## src/rtl/AXI_define.svh

```systemverilog
// Bus widths shared by the AXI read path.
`ifndef AXI_DEFINE_SVH
`define AXI_DEFINE_SVH
`define AXI_ADDR_W 32
`define AXI_DATA_W 32
`define AXI_ID_W   4
`define AXI_LEN_W  4
`endif

```

## src/rtl/axi_pkg.sv

```systemverilog
// Shared AXI read-master types: FSM states and AR/R channel encodings.
`include "AXI_define.svh"
package axi_pkg;
    typedef enum logic [1:0] {
        ST_IDLE = 2'd0,
        ST_ADDR = 2'd1,
        ST_DATA = 2'd2
    } rd_state_e;

    localparam logic [2:0] AXI_SIZE_4B    = 3'b010;
    localparam logic [1:0] AXI_BURST_INCR = 2'b01;
    localparam logic [1:0] AXI_RESP_OKAY  = 2'b00;
    localparam logic [1:0] AXI_RESP_SLVERR = 2'b10;
endpackage

```

## src/rtl/axi_read_master.sv

```systemverilog
// Single-outstanding AXI INCR read master; R beats pass straight to the core with zero latency.
// Backpressure: rsp_ready drives RREADY directly, nothing is buffered; one idle cycle between bursts.
`include "AXI_define.svh"
module axi_read_master
    import axi_pkg::*;
#(
    parameter logic [`AXI_ID_W-1:0] MASTER_ID = 4'd0
) (
    input  logic                   clk,
    input  logic                   rst,
    input  logic                   req_valid,
    output logic                   req_ready,
    input  logic [`AXI_ADDR_W-1:0] req_addr,
    input  logic [`AXI_LEN_W-1:0]  req_len,
    output logic                   rsp_valid,
    input  logic                   rsp_ready,
    output logic [`AXI_DATA_W-1:0] rsp_data,
    output logic                   rsp_last,
    output logic                   rsp_err,
    output logic [`AXI_ID_W-1:0]   ARID,
    output logic [`AXI_ADDR_W-1:0] ARADDR,
    output logic [`AXI_LEN_W-1:0]  ARLEN,
    output logic [2:0]             ARSIZE,
    output logic [1:0]             ARBURST,
    output logic                   ARVALID,
    input  logic                   ARREADY,
    input  logic [`AXI_ID_W-1:0]   RID,
    input  logic [`AXI_DATA_W-1:0] RDATA,
    input  logic [1:0]             RRESP,
    input  logic                   RLAST,
    input  logic                   RVALID,
    output logic                   RREADY
);

    rd_state_e              state_q, state_d;
    logic [`AXI_ADDR_W-1:0] addr_q, addr_d;
    logic [`AXI_LEN_W-1:0]  len_q, len_d;
    logic [`AXI_LEN_W-1:0]  cnt_q, cnt_d;

    logic req_hs;
    logic ar_hs;
    logic r_hs;
    logic beat_last;

    assign req_hs    = req_valid & req_ready;
    assign ar_hs     = ARVALID & ARREADY;
    assign r_hs      = RVALID & RREADY;
    assign beat_last = (cnt_q == len_q);

    always_comb begin
        state_d = state_q;
        addr_d  = addr_q;
        len_d   = len_q;
        cnt_d   = cnt_q;
        case (state_q)
            ST_IDLE: begin
                if (req_hs) begin
                    addr_d  = req_addr;
                    len_d   = req_len;
                    state_d = ST_ADDR;
                end
            end
            ST_ADDR: begin
                if (ar_hs) begin
                    cnt_d   = '0;
                    state_d = ST_DATA;
                end
            end
            ST_DATA: begin
                // Termination follows our own beat count; RLAST only feeds rsp_err.
                if (r_hs) begin
                    if (beat_last) begin
                        state_d = ST_IDLE;
                    end else begin
                        cnt_d = cnt_q + 1'b1;
                    end
                end
            end
            default: state_d = ST_IDLE;
        endcase
    end

    always_ff @(posedge clk) begin
        if (rst) begin
            state_q <= ST_IDLE;
            addr_q  <= '0;
            len_q   <= '0;
            cnt_q   <= '0;
        end else begin
            state_q <= state_d;
            addr_q  <= addr_d;
            len_q   <= len_d;
            cnt_q   <= cnt_d;
        end
    end

    assign req_ready = (state_q == ST_IDLE);

    assign ARVALID = (state_q == ST_ADDR);
    assign ARADDR  = addr_q;
    assign ARLEN   = len_q;
    assign ARID    = MASTER_ID;
    assign ARSIZE  = AXI_SIZE_4B;
    assign ARBURST = AXI_BURST_INCR;

    assign RREADY    = (state_q == ST_DATA) & rsp_ready;
    assign rsp_valid = (state_q == ST_DATA) & RVALID;
    assign rsp_data  = RDATA;
    assign rsp_last  = beat_last;
    assign rsp_err   = (RRESP != AXI_RESP_OKAY) | (RLAST != beat_last) | (RID != MASTER_ID);

endmodule

```

## config.mk

```make
export PLATFORM = sky130hd
export DESIGN_NAME = axi_read_master
export DESIGN_NICKNAME = d
export VERILOG_FILES = /design/src/rtl/axi_pkg.sv /design/src/rtl/axi_read_master.sv
export VERILOG_INCLUDE_DIRS = /design/src /design/src/rtl
export SDC_FILE = /design/constraint.sdc
export NUM_CORES = 1
export LEC_CHECK = 0
export ABC_AREA = 1
export BUFFER_PORTS_ARGS = -buffer_cell sky130_fd_sc_hd__buf_2
export CELL_PAD_IN_SITES_DETAIL_PLACEMENT = 1
export CELL_PAD_IN_SITES_GLOBAL_PLACEMENT = 2
export CORE_UTILIZATION = 17
export CTS_CLUSTER_SIZE = 24
export DETAILED_ROUTE_END_ITERATION = 10
export PLACE_DENSITY_LB_ADDON = 0.1
export SYNTH_ARGS = -nofsm -noshare
export SYNTH_HDL_FRONTEND = slang
export SYNTH_SLANG_ARGS = --single-unit
```

## constraint.sdc

```tcl
create_clock -name clk -period 1.2 [get_ports clk]
set_input_delay 0.24 -clock clk [delete_from_list [all_inputs] [get_ports clk]]
set_output_delay 0.24 -clock clk [all_outputs]
set_load 0.1 [all_outputs]
```

==> flow_metrics.py <==
metrics = {
    "layout": {
        "n_antenna_cell": 0,
        "multi_input_area_sq_um": 1116,
        "area_growth_pct": 99.38,
        "fillers": 1293,
        "drive_above_1_share_pct": 67.47,
        "nNetsFinal": 453,
        "utilization_pct": 35.07,
        "regArea_sq_um": 869.6,
    },
    "pwr": {
        "fin_total_pwr_mw": 7.769,
        "irDropWorstVdd_mv": 0.9590,
        "p_clk_share_pct": 17.8,
        "power_frac_seq_pct": 24.0,
        "combPwrFrac_pct": 58.2,
        "leakagePower_nw": 1.721,
        "p_int_mw": 4.216,
        "switching_power_mw": 3.553,
        "powerDensity_nw_per_um2": 1932,
        "switching_share_pct": 45.74,
    },
    "clock_network": {
        "cts_sinks": 42,
        "root_buffer": "clkbuf_16",
        "cts_hold_buffers": 0,
        "clock_path_buffers": 2,
        "cts_tree": "yes",
        "cts_buffers": 5,
        "h-tree-depth": 2,
        "clk_latency_ns": 0.28,
        "clkSlewWorstSetupHoldPaths_ns": 0.06,
    },
    "grt": {
        "grt_pass1_wl_microns": 10220,
        "antenna_found_initial": 0,
        "grt_pass1_vias": 2087,
        "grt_util_all_layers_pct": 10.27,
        "grt_overflow": 0,
        "grt_max_degree": 30,
    },
    "drt": {
        "dr_total_vias": 2033,
        "drc": 0,
        "drt_wl_total_microns": 7157,
        "firstDrtPassIters": 4,
        "viasPerCell": 3.948,
        "wl_per_cell_microns": 13.90,
        "drt_iter0_drc": 26,
        "ant_nets": 0,
    },
    "floorplan": {
        "die_area_sq_um": 12300,
        "core_area_sq_um": 11470,
        "die_x_microns": 110.9,
        "ios": 164,
        "rows": 39,
        "die_h_microns": 110.9,
        "initial_core_util_pct": 17.59,
    },
    "placement": {
        "finalWeightedCongestion": 0.6569,
        "post-place-ws_ns": -0.4337,
        "place.port_buffers": 90,
        "hpwl_microns": 4597,
    },
    "timing": {
        "final.min_clock_period_ns": 1.732,
        "finalClockSkew_ns": 0.005363,
        "hold_ws_ns": 0.1626,
        "postLayoutSetupSlackWorst_ns": -0.5317,
        "setup_viol": 47,
        "clock.fmax_ghz": 0.5775,
        "slew_violations": 0,
        "fin_crit_sh_pct": 144.3,
        "hold_violations": 0,
        "grt_setup_unrepaired": "true",
    },
    "worst_setup_path": {
        "crit_fanout": 3,
        "r2r_start": "state_q[0]",
        "cp-end-kind": "output port",
        "start_kind": "flop",
        "critical_path.startpoint": "ARLEN[1]",
        "cp_data_required_time_ns": 0.96,
        "arrival_ns": 1.49,
        "worstSetupPathType": "reg2out",
    },
    "run": {
        "max_cap_violations": 0,
    },
    "min_path": {
        "hp-class": "in2reg",
        "worstHoldStart": "rst",
    },
    "synth": {
        "avgSynthCellArea_sq_um": 7.388,
        "netlist_area_sq_um": 2017,
        "synth-seq-cells": 42,
        "ys_seq_area_share_pct": 41.69,
        "synth-warning-count": 0,
        "syn_inst": 273,
        "synth_cell_type_count": 27,
    },
    "run_status": {
        "status": "complete, but fails checks",
        "violations": "negative setup slack",
    },
}
==> power by group through the flow <==
stage	registers, mW	logic, mW	clock network [mW]
after floorplan	3.04	1.73	0
after global placement	1.86	3.87	0
after detailed placement	1.88	3.88	0
after CTS	1.85	4.03	1.45
after global routing	1.90	4.76	1.49
final	1.87	4.52	1.38
==> what timing repair did <==
action                                  in CTS  in global routing
pin swaps                                   12                 20
setup buffers                                9                  3
gates cloned                                 0                  8
endpoints found under the setup margin      11                 48
gates resized for setup                     19                 89
==> state kept, by name, indices dropped and copies added, names as in the netlist <==
signal   count
ARADDR      32
cnt_q        4
ARLEN        4
state_q      2
==> cells in the final DEF, fill, tap and decap left out, types with 3 or more instances in the layout <==
master and n:
a21oi_1 4, a21oi_2 6, buf_12 46, buf_2 48, buf_4 29, buf_6 4
buf_8 3, clkbuf_16 11, conb_1 9, dfxtp_1 33, dfxtp_4 7, inv_1 4
inv_2 9, nand2_1 14, nand2_2 7, nand2_4 3, nor2_1 46, nor2_2 21
nor2_4 9, o21ai_2 33, o21ai_4 3
==> worst max-delay path, cell delays in order (launching register included) <==
cell	delay (ns)
dfxtp_4	0.35
inv_2	0.04
nand2_1	0.04
nand2_1	0.06
nor2_2	0.16
nand2_2	0.09
nand2_1	0.06
nand3_1	0.06
o21bai_4	0.19
buf_12	0.17
==> metrics by stage <==
step | instances | TNS [ns] | cell area, sq um
3_5_place_dp | 490 | -1.141 | 3258
4_1_cts | 505 | -4.406 | 3521
2_1_floorplan | 280 | -10.74 | 2162
3_3_place_gp | 490 | -0.9416 | 3258
6_report | 515 | -4.852 | 4021
5_1_grt | 515 | -8.138 | 4021
==> cell type report <==
type | instances | share of cell area (%)
timing repair buffer | 136 | 40.26
clock inverter | 1 | 0.1245
inverter | 18 | 2.240
clock buffer | 7 | 3.547
multi-input combinational | 168 | 27.75
tap | 143 | 4.449
sequential | 42 | 21.62
==> worst paths after layout <==
check | endpoint | slack [ns] | cells past startpoint
worst max register to register | ARADDR[4] | -0.12 | 8
worst min-delay path | state_q[1] | 0.16 | 2
worst max-delay path | rsp_err | -0.53 | 9
worst min register to register | ARADDR[5] | 0.52 | 2
==> synthesized netlist by cell type (all sizes together) <==
cell type | instances | area share [%]
a21oi | 10 | 2.9
buf | 47 | 17
clkbuf | 5 | 0.93
clkinv | 1 | 0.19
conb | 2 | 0.37
dfxtp | 42 | 42
ha | 1 | 0.62
inv | 17 | 3.2
nand2 | 25 | 5.0
nand3 | 4 | 1.9
nand4 | 1 | 0.31
nor2 | 76 | 15
nor2b | 1 | 0.31
nor4 | 1 | 0.31
o21a | 1 | 0.37
o21ai | 37 | 9.2
o21bai | 1 | 0.37
xnor2 | 1 | 0.43
==> per-layer routing <==
metal	up-vias	track usage (%)	share of wire, %	wire length, microns
met2	69	16.23	48	3454
met1	952	12.34	43	3044
met5	-	0	0	0
met4	0	3.111	0.87	62
li1	1003	-	-	-
met3	9	4.811	8.3	597
==> cells by family (layout without fill, tap and decap cells) <==
group,Yosys count,count (layout),synth area share (%)
compound gates,49,49,12.78
xor+xnor,1,1,0.4343
fa+ha+maj,1,1,0.6202
buf+inv,70,162,21.40
flops,42,42,41.69
other cells,2,9,0.3723
simple gates,108,108,22.71
Note: power is estimated with default switching activity, not from simulation.
